===== config.mk =====
export PLATFORM = sky130hd
export DESIGN_NAME = dsp_mac_stage_flat
export DESIGN_NICKNAME = d
export VERILOG_FILES = /design/src/rtl/dsp_mac_pkg.sv /design/src/rtl/dsp_mac_stage_if.sv /design/src/rtl/dsp_pipe_reg.sv /design/src/rtl/dsp_mac_stage.sv /design/src/flat_wrapper.sv
export SDC_FILE = /design/constraint.sdc
export NUM_CORES = 1
export LEC_CHECK = 0
export BUFFER_PORTS_ARGS = -buffer_cell sky130_fd_sc_hd__buf_4
export CAP_MARGIN = 10
export CORE_MARGIN = 2
export CORE_UTILIZATION = 45
export CTS_CLUSTER_SIZE = 14
export DETAILED_ROUTE_END_ITERATION = 6
export SYNTH_ARGS = -nofsm -noshare
export SYNTH_HDL_FRONTEND = slang
export SYNTH_SLANG_ARGS = --single-unit

===== constraint.sdc =====
create_clock -name clk -period 8 [get_ports clk]
set_input_delay 0.8 -clock clk [delete_from_list [all_inputs] [get_ports clk]]
set_output_delay 0.8 -clock clk [all_outputs]
set_load 0.05 [all_outputs]

===== src/rtl/dsp_mac_pkg.sv =====
// Shared opmode field positions, X/Z select encodings and datapath widths
// for the DSP48A1-style multiply/accumulate stage.
package dsp_mac_pkg;

    localparam int A_W = 18;
    localparam int M_W = 36;
    localparam int P_W = 48;

    localparam int OPM_X          = 0;
    localparam int OPM_Z          = 2;
    localparam int OPM_PREADD_EN  = 4;
    localparam int OPM_PREADD_SUB = 6;
    localparam int OPM_POST_SUB   = 7;

    typedef enum logic [1:0] {
        X_ZERO = 2'b00,
        X_M    = 2'b01,
        X_P    = 2'b10,
        X_DAB  = 2'b11
    } xSel_e;

    typedef enum logic [1:0] {
        Z_ZERO = 2'b00,
        Z_PCIN = 2'b01,
        Z_P    = 2'b10,
        Z_C    = 2'b11
    } zSel_e;

    // Two's-complement overflow: operands effectively share a sign, result flips it
    function automatic logic signedOverflow(input logic zSign, input logic xSign,
                                            input logic sumSign, input logic isSub);
        logic sameSign;
        sameSign = isSub ? (zSign != xSign) : (zSign == xSign);
        return sameSign && (sumSign != zSign);
    endfunction

endpackage


===== src/rtl/dsp_mac_stage_if.sv =====
// Operand/result bundle of the MAC stage; ovf exists only with DSP_MAC_OVF_EN.
interface dsp_mac_stage_if;
    import dsp_mac_pkg::*;

    logic             cem;
    logic             cep;
    logic [7:0]       opmode;
    logic [A_W-1:0]   a;
    logic [A_W-1:0]   b;
    logic [A_W-1:0]   d;
    logic [P_W-1:0]   c;
    logic             carryin;
    logic [P_W-1:0]   pcin;
    logic [A_W-1:0]   bcout;
    logic [M_W-1:0]   m;
    logic [P_W-1:0]   p;
    logic [P_W-1:0]   pcout;
    logic             carryout;
    logic             carryoutf;
`ifdef DSP_MAC_OVF_EN
    logic             ovf;
`endif

    modport slave (
        input  cem, cep, opmode, a, b, d, c, carryin, pcin,
        output bcout, m, p, pcout, carryout, carryoutf
`ifdef DSP_MAC_OVF_EN
        , output ovf
`endif
    );

    modport master (
        output cem, cep, opmode, a, b, d, c, carryin, pcin,
        input  bcout, m, p, pcout, carryout, carryoutf
`ifdef DSP_MAC_OVF_EN
        , input ovf
`endif
    );

endinterface


===== src/rtl/dsp_pipe_reg.sv =====
// Optional pipeline register with clock enable and async clear; REG=0 is a wire.
module dsp_pipe_reg #(
    parameter int WIDTH = 1,
    parameter int REG   = 1
) (
    input  logic             clk,
    input  logic             rst,
    input  logic             ce_i,
    input  logic [WIDTH-1:0] d_i,
    output logic [WIDTH-1:0] q_o
);

    generate
        if (REG != 0) begin : gReg
            logic [WIDTH-1:0] data_q;

            always_ff @(posedge clk or posedge rst) begin
                if (rst) begin
                    data_q <= '0;
                end else if (ce_i) begin
                    data_q <= d_i;
                end
            end

            assign q_o = data_q;
        end else begin : gBypass
            assign q_o = d_i;
        end
    endgenerate

endmodule


===== src/rtl/dsp_mac_stage.sv =====
// Pre-adder, 18x18 multiplier, X/Z muxes and 48-bit post-adder of the DSP slice.
// Define DSP_MAC_OVF_EN to add the sticky signed-overflow flag ovf.
module dsp_mac_stage
    import dsp_mac_pkg::*;
#(
    parameter int MREG        = 1,
    parameter int PREG        = 1,
    parameter int CARRYOUTREG = 1
) (
    input  logic            clk,
    input  logic            rst,
    dsp_mac_stage_if.slave  macBus
);

    logic [A_W-1:0]        preAdd;
    logic signed [M_W-1:0] preExt;
    logic signed [M_W-1:0] aExt;
    logic [M_W-1:0]        mProd;
    logic [M_W-1:0]        mOut;
    logic [P_W-1:0]        pOut;
    logic [P_W-1:0]        pFb;
    logic                  coOut;
    logic [P_W-1:0]        xMux;
    logic [P_W-1:0]        zMux;
    logic [P_W:0]          addend;
    logic [P_W:0]          sumFull;
    logic                  postSub;

    always_comb begin
        preAdd = macBus.b;
        if (macBus.opmode[OPM_PREADD_EN]) begin
            preAdd = macBus.opmode[OPM_PREADD_SUB] ? (macBus.d - macBus.b)
                                                   : (macBus.d + macBus.b);
        end
    end

    assign preExt = {{(M_W-A_W){preAdd[A_W-1]}}, preAdd};
    assign aExt   = {{(M_W-A_W){macBus.a[A_W-1]}}, macBus.a};
    assign mProd  = preExt * aExt;

    dsp_pipe_reg #(.WIDTH(M_W), .REG(MREG)) mReg (
        .clk  (clk),
        .rst  (rst),
        .ce_i (macBus.cem),
        .d_i  (mProd),
        .q_o  (mOut)
    );

    // Without a P register the feedback path would be a combinational loop
    generate
        if (PREG != 0) begin : gPFb
            assign pFb = pOut;
        end else begin : gPZero
            assign pFb = '0;
        end
    endgenerate

    always_comb begin
        xMux = '0;
        case (xSel_e'(macBus.opmode[OPM_X +: 2]))
            X_ZERO: xMux = '0;
            X_M:    xMux = {{(P_W-M_W){mOut[M_W-1]}}, mOut};
            X_P:    xMux = pFb;
            X_DAB:  xMux = {macBus.d[11:0], macBus.a, macBus.b};
        endcase
    end

    always_comb begin
        zMux = '0;
        case (zSel_e'(macBus.opmode[OPM_Z +: 2]))
            Z_ZERO: zMux = '0;
            Z_PCIN: zMux = macBus.pcin;
            Z_P:    zMux = pFb;
            Z_C:    zMux = macBus.c;
        endcase
    end

    assign postSub = macBus.opmode[OPM_POST_SUB];
    assign addend  = {1'b0, xMux} + {{P_W{1'b0}}, macBus.carryin};
    assign sumFull = postSub ? ({1'b0, zMux} - addend) : ({1'b0, zMux} + addend);

    dsp_pipe_reg #(.WIDTH(P_W), .REG(PREG)) pReg (
        .clk  (clk),
        .rst  (rst),
        .ce_i (macBus.cep),
        .d_i  (sumFull[P_W-1:0]),
        .q_o  (pOut)
    );

    dsp_pipe_reg #(.WIDTH(1), .REG(CARRYOUTREG)) coReg (
        .clk  (clk),
        .rst  (rst),
        .ce_i (macBus.cep),
        .d_i  (sumFull[P_W]),
        .q_o  (coOut)
    );

    assign macBus.bcout     = preAdd;
    assign macBus.m         = mOut;
    assign macBus.p         = pOut;
    assign macBus.pcout     = pOut;
    assign macBus.carryout  = coOut;
    assign macBus.carryoutf = coOut;

`ifdef DSP_MAC_OVF_EN
    logic ovf_q;
    logic ovf_d;

    // Sticky only while accumulating on P; any other Z source restarts it
    always_comb begin
        ovf_d = ovf_q;
        if (macBus.opmode[OPM_Z +: 2] != Z_P) begin
            ovf_d = 1'b0;
        end else if (signedOverflow(zMux[P_W-1], xMux[P_W-1], sumFull[P_W-1], postSub)) begin
            ovf_d = 1'b1;
        end
    end

    always_ff @(posedge clk or posedge rst) begin
        if (rst) begin
            ovf_q <= 1'b0;
        end else if (macBus.cep) begin
            ovf_q <= ovf_d;
        end
    end

    assign macBus.ovf = ovf_q;
`endif

endmodule

===== src/flat_wrapper.sv =====
// flat-port wrapper written by rule: the top's interface ports become plain ports
module dsp_mac_stage_flat import dsp_mac_pkg::*;
#(
    parameter int MREG        = 1,
    parameter int PREG        = 1,
    parameter int CARRYOUTREG = 1
)
  (clk, rst, macBus_cem, macBus_cep, macBus_opmode, macBus_a, macBus_b, macBus_d, macBus_c, macBus_carryin, macBus_pcin, macBus_bcout, macBus_m, macBus_p, macBus_pcout, macBus_carryout, macBus_carryoutf);
  dsp_mac_stage_if macBus_i ();
  input  logic clk;
  input  logic rst;
  input wire logic [$bits(macBus_i.cem)-1:0] macBus_cem;
  input wire logic [$bits(macBus_i.cep)-1:0] macBus_cep;
  input wire logic [$bits(macBus_i.opmode)-1:0] macBus_opmode;
  input wire logic [$bits(macBus_i.a)-1:0] macBus_a;
  input wire logic [$bits(macBus_i.b)-1:0] macBus_b;
  input wire logic [$bits(macBus_i.d)-1:0] macBus_d;
  input wire logic [$bits(macBus_i.c)-1:0] macBus_c;
  input wire logic [$bits(macBus_i.carryin)-1:0] macBus_carryin;
  input wire logic [$bits(macBus_i.pcin)-1:0] macBus_pcin;
  output wire logic [$bits(macBus_i.bcout)-1:0] macBus_bcout;
  output wire logic [$bits(macBus_i.m)-1:0] macBus_m;
  output wire logic [$bits(macBus_i.p)-1:0] macBus_p;
  output wire logic [$bits(macBus_i.pcout)-1:0] macBus_pcout;
  output wire logic [$bits(macBus_i.carryout)-1:0] macBus_carryout;
  output wire logic [$bits(macBus_i.carryoutf)-1:0] macBus_carryoutf;
  assign macBus_i.cem = macBus_cem;
  assign macBus_i.cep = macBus_cep;
  assign macBus_i.opmode = macBus_opmode;
  assign macBus_i.a = macBus_a;
  assign macBus_i.b = macBus_b;
  assign macBus_i.d = macBus_d;
  assign macBus_i.c = macBus_c;
  assign macBus_i.carryin = macBus_carryin;
  assign macBus_i.pcin = macBus_pcin;
  assign macBus_bcout = macBus_i.bcout;
  assign macBus_m = macBus_i.m;
  assign macBus_p = macBus_i.p;
  assign macBus_pcout = macBus_i.pcout;
  assign macBus_carryout = macBus_i.carryout;
  assign macBus_carryoutf = macBus_i.carryoutf;
  dsp_mac_stage #(.MREG(MREG), .PREG(PREG), .CARRYOUTREG(CARRYOUTREG)) u_core (.clk(clk), .rst(rst), .macBus(macBus_i));
endmodule

Yosys cells after proc, flatten, opt, wreduce, memory -nomap -nowiden
Index checks and enable logic that the tools add are counted.

word-level totals
  bits in registers = 85
  bits in latches = 0
  RAM bits = 0
  memory bits (read-only) = 0
  input bits = 163
  output and inout bits = 152
  word-level logic and storage cells = 22
  memories = 0

cells by class
  add/subtract/negate cells = 5
  multipliers = 1
  divide/modulo/power cells = 0
  order comparisons = 0
  equality and inequality tests = 6
  shifts and indexed selects = 0
  muxes and demuxes = 5
  bitwise logic cells = 0
  reduce and logical (&&, ||, !) cells = 2

operators with widths
  cell                                            count
  case mux 48 bit (4 select lines)                2
  adder 48 x 1 -> 49 bit                          1
  adder 48 x 49 -> 49 bit                         1
  two-way mux 49 bit                              1
  subtractor 48 x 49 -> 49 bit                    1
  multiplier 18 x 18 -> 36 bit                    1
  two-way mux 18 bit                              2
  adder 18 bit                                    1
  subtractor 18 bit                               1
  == test 2 bit (second input constant)           4
  == test 2 x 1 -> 1 bit (second input constant)  2
  logical NOT 2 bit                               2

Logic depth before layout (Yosys ltp)
  depth in word-level cells = 5
  gate-level depth with buffers = 40

Modules after synthesis
A second synthesis with hierarchy kept.

second synthesis, totals
  cells, all modules = 2809
  area, all modules = 24671.2 sq um

by module, submodules not included
  module                       instances  cells each  area each (sq um)  seq. area each (sq um)
  dsp_mac_stage                1          2627        21269.1            0.0
  dsp_pipe_reg (u_core.pReg)   1          102         1864.3             1201.2
  dsp_pipe_reg (u_core.mReg)   1          77          1493.9             900.9
  dsp_pipe_reg (u_core.coReg)  1          3           43.8               25.0

Worst setup path after synthesis
No wires, ideal clock.

  path type = input -> register
  start point = in macBus_opmode[6]
  end point = reg u_core.mReg.gReg.data_q[34] (netlist: u_core.mReg.q_o[34])
  library setup time = 0.116 ns
  arrival time = 10.014 ns
  data required time = 7.884 ns
  slack = -2.129 ns
  stages on the path = 35
  cells stage by stage = clkbuf_1 -> clkbuf_1 -> mux2i_1 -> ha_1 -> a21o_1 -> a21o_1 -> a21o_1 -> a31o_2 -> a211oi_1 -> o31ai_1 -> o41ai_1 -> mux2i_1 -> o2111ai_1 -> clkbuf_1 -> nand2_1 -> fa_1 -> inv_1 -> fa_1 -> ha_1 -> clkbuf_1 -> inv_1 -> fa_1 -> inv_1 -> fa_1 -> inv_1 -> fa_1 -> inv_1 -> ha_1 -> a21oi_1 -> nand2_1 -> o21ai_0 -> o2111ai_1 -> o22a_1 -> a211o_1 -> o311ai_0

on the way
  cells in the longest elaborated chain, start to end = 3

ends and longest elaborated chain
  what                          line                 RTL
  start, declared               flat_wrapper.sv:14   input wire logic [$bits(macBus_i.opmode)-1:0] macBus_opmode;
  two-way mux 18 bit            dsp_mac_stage.sv:32  preAdd = macBus.opmode[OPM_PREADD_SUB] ? (macBus.d - macBus.b)
  two-way mux 18 bit            dsp_mac_stage.sv:31  if (macBus.opmode[OPM_PREADD_EN]) begin
  named net macBus_bcout[17]    flat_wrapper.sv:21   output wire logic [$bits(macBus_i.bcout)-1:0] macBus_bcout;
  multiplier 18 x 18 -> 36 bit  dsp_mac_stage.sv:39  assign mProd = preExt * aExt;
  end signal, assigned          dsp_pipe_reg.sv:21   data_q <= d_i;
  end, declared                 dsp_pipe_reg.sv:15   logic [WIDTH-1:0] data_q;

The timed path passes the listed nets, and every way through them passes these cells.
A chain may end at the register's enable or synchronous reset.

Worst setup path after layout
  start point = in macBus_b[1]
  end point = reg u_core.mReg.gReg.data_q[35] (netlist: u_core.mReg.q_o[35])

on the way
  cells in the longest elaborated chain, start to end = 4
  elaborated cells on any way between the ends = 5
  those cells by class = 2 x add/sub; 1 x mul; 2 x mux

ends and longest elaborated chain
  what                                                      line                                      RTL
  start, declared                                           flat_wrapper.sv:16                        input wire logic [$bits(macBus_i.b)-1:0] macBus_b;
  adder 18 bit / subtractor 18 bit (equally long branches)  dsp_mac_stage.sv:33, dsp_mac_stage.sv:32
  two-way mux 18 bit                                        dsp_mac_stage.sv:32
  two-way mux 18 bit (*)                                    dsp_mac_stage.sv:31
  multiplier 18 x 18 -> 36 bit (*)                          dsp_mac_stage.sv:39

Every way passes the cells marked *; elsewhere a longest branch is shown, timed or not.

==> qor.yml <==
die_w_um: 237.8
globalplace.congestion: 0.9555
grt_max_degree: 64
syn_area_per_cell_um2: 8.670
dp.cells: 3899
routed_wl_um: 80940
hold_violations: 0
drt_first_pass_iters: 5
reg2reg_from: "u_core.pReg.q_o[0]"
route.layer.met1.wl_um: 35000
worstSetupEndpointType: "register"
rsz0062_at_grt: "yes"
netlist_area_mm2: 0.02460
worstReg2RegEnd: "u_core.coReg.q_o"
crit_required_ps: 8330
cts_buffer_depth: 2
fp.dieH_um: 237.8
fillerInstances: 5030
dr_wl_met2_um: 39040
routedWlPerCell_um: 20.56
cpMostUsedCell: "fa_1"
max_slew_margin: 0.3261
overflow: 0
violations: "negative setup slack"
yosys_warnings: 0
setup_tns_ps: -9376
io_buffers: 313
status: "complete, but fails checks"
ctsHtreeMaxLevel: 3
ys_types: 100
slew_violations: 0
vias_per_cell: 5.578
drc: 0
fmax_ghz: 0.1120
critPathKind: "in -> reg"
vias: 21962
num_rows: 85
ios: 315
crit_fanout: 6
syn-num-nets: 3490
cp_num_buf_inv: 11
cp-start-kind: "primary input"
ys_seq_elements: 85
area_growth_pct: 20.99
post-place-ws_ps: -1416
reg2regPathDepth: 27
ant_nets: 0
cts_tree: "yes"
grt_pass1_vias: 23003
dp_hpwl_um: 67570
hp-class: "in -> async"
clk_pin_slew_ps: 70
grt_use_total: 0.2917
ys_async_sr_fraction: 1.000
worst_pin_slew_ps: 985.4
stdcell_area_mm2: 0.02976
drive_gt1_frac: 0.2753
antenna_found_initial: 0
layout.nets: 3888
grt_first_pass_wirelength_um: 128200
worst-r2r-setup-slack_ps: 840
cts_buffers: 9
setup-violations-final: 18
syn_inst: 2837
die-area_mm2: 0.05654
clkSinkCount: 85
maxCapViolCount: 0
fin_crit_sh: 1.116
worstPathArrival_ps: 9250
synth_seq_area_share: 0.08648
ys.flop_type: "dfrtp_1"
clockRootBuffer: "clkbuf_16"
wl_met3_um: 4973
clock_skew_ps: 10.73
period_needed_ps: 8925
slowest_delay_ps: 560
cts_hold_buf: 0
crit_family: "adder cells"
synth_edf_count: 0
highest_layer: "met4"
clk_latency_ps: 390
core_area_mm2: 0.05392
stdcell_count: 3937
drt_iter0_markers: 1283
place_area_mm2: 0.02898
cpMaxStageDelayCell: "fa_1"
start_util: 0.4562
setup_slack_ps: -924.8
## synth_stat cells, types with 16 or more instances
cell      count  share of area
a211oi_1     16         0.0049
a21o_1       57          0.017
a21oi_1     134          0.027
a22o_1       60          0.021
a22oi_1      18         0.0055
a31oi_1      22         0.0056
and2_1      134          0.034
buf_1        23         0.0035
buf_4        57          0.017
clkbuf_1     78          0.012
dfrtp_1      85          0.086
fa_1        319           0.26
ha_1        171          0.087
inv_1       435          0.066
mux2_2      153          0.070
mux2i_1      27          0.011
nand2_1     257          0.039
nand2b_1     18         0.0046
nand3_1      38         0.0077
nand4_1      21         0.0053
nor2_1      119          0.018
nor2b_1      39         0.0099
nor3_1       36         0.0073
o21a_1       18         0.0055
o21ai_0      58          0.012
xnor2_1     145          0.052
xor2_1       56          0.020
## registers in the layout, indices dropped and copies added (netlist names)
| signal | count |
|---|---|
| u_core.pReg.q_o | 48 |
| u_core.mReg.q_o | 36 |
| u_core.coReg.q_o | 1 |
## cells in the final DEF (no fill, tap or decap), types with 47 or more instances in the layout
master   count
buf_4      546
inv_1      424
fa_1       316
nand2_1    254
ha_1       158
mux2_2     149
xnor2_1    143
and2_1     128
a21oi_1    121
nor2_1     115
dfrtp_1     85
a22o_1      60
a21o_1      57
xor2_1      56
o21ai_0     47
## stage by stage
step | util | hold WS, ps
after detailed placement | 0.5375 | 559.8
after floorplan | - | 767.1
final | 0.5519 | 446.8
after CTS | 0.5493 | 456.4
after global placement | 0.5375 | 557.9
after global routing | 0.5519 | 482.8
## metal layers
metal / vias up / global-route usage
li1: 10147 / -
met1: 11095 / 0.3944
met2: 636 / 0.4913
met3: 84 / 0.04146
met4: 0 / 0.07299
met5: - / 0
## cells by family (layout without fill, tap and decap cells)
group,Yosys count,in the layout,synth area share
other,0,1,0
XOR/XNOR,201,201,0.07157
AND/OR/NAND/NOR,773,773,0.1668
adder cells (fa/ha/maj),491,491,0.3470
AO/OA/AOI/OAI,489,489,0.1385
multiplexers,184,184,0.08332
buffers and inverters,614,1017,0.1063
flip-flops,85,85,0.08648
## layout make-up
| type | instances | area, um2 | share of cell area |
|---|---|---|---|
| Antenna cell | 1 | 2.502 | 0.00008409 |
| Inverter | 437 | 1667 | 0.05600 |
| Timing Repair Buffer | 564 | 4388 | 0.1474 |
| Clock buffer | 9 | 225.2 | 0.007568 |
| Clock inverter | 7 | 51.30 | 0.001724 |
| Tap cell | 696 | 870.8 | 0.02926 |
| Sequential cell | 85 | 2127 | 0.07147 |
| Multi-Input combinational cell | 2138 | 20430 | 0.6864 |
## what timing repair did
action,4_1_cts,5_1_grt
pin swaps,48,22
cloned,1,0
buffers inserted,15,6
gates resized for setup,52,22
setup endpoints to repair,22,22
## worst max path at each step
stage,from,endpoint,slack (ps),cells after the start
after CTS,macBus_b[1],u_core.mReg.q_o[35],-770,38
after floorplan,macBus_b[1],u_core.mReg.q_o[31],-860,36
after global placement,macBus_b[1],u_core.mReg.q_o[35],-1230,37
after global routing,macBus_b[1],u_core.mReg.q_o[35],-1200,39
after detailed placement,macBus_b[1],u_core.mReg.q_o[35],-1420,37
final,macBus_b[1],u_core.mReg.q_o[35],-920,38
Power is not shown: default switching activity piles up to over one toggle a cycle in this logic, so the estimate is an artifact.
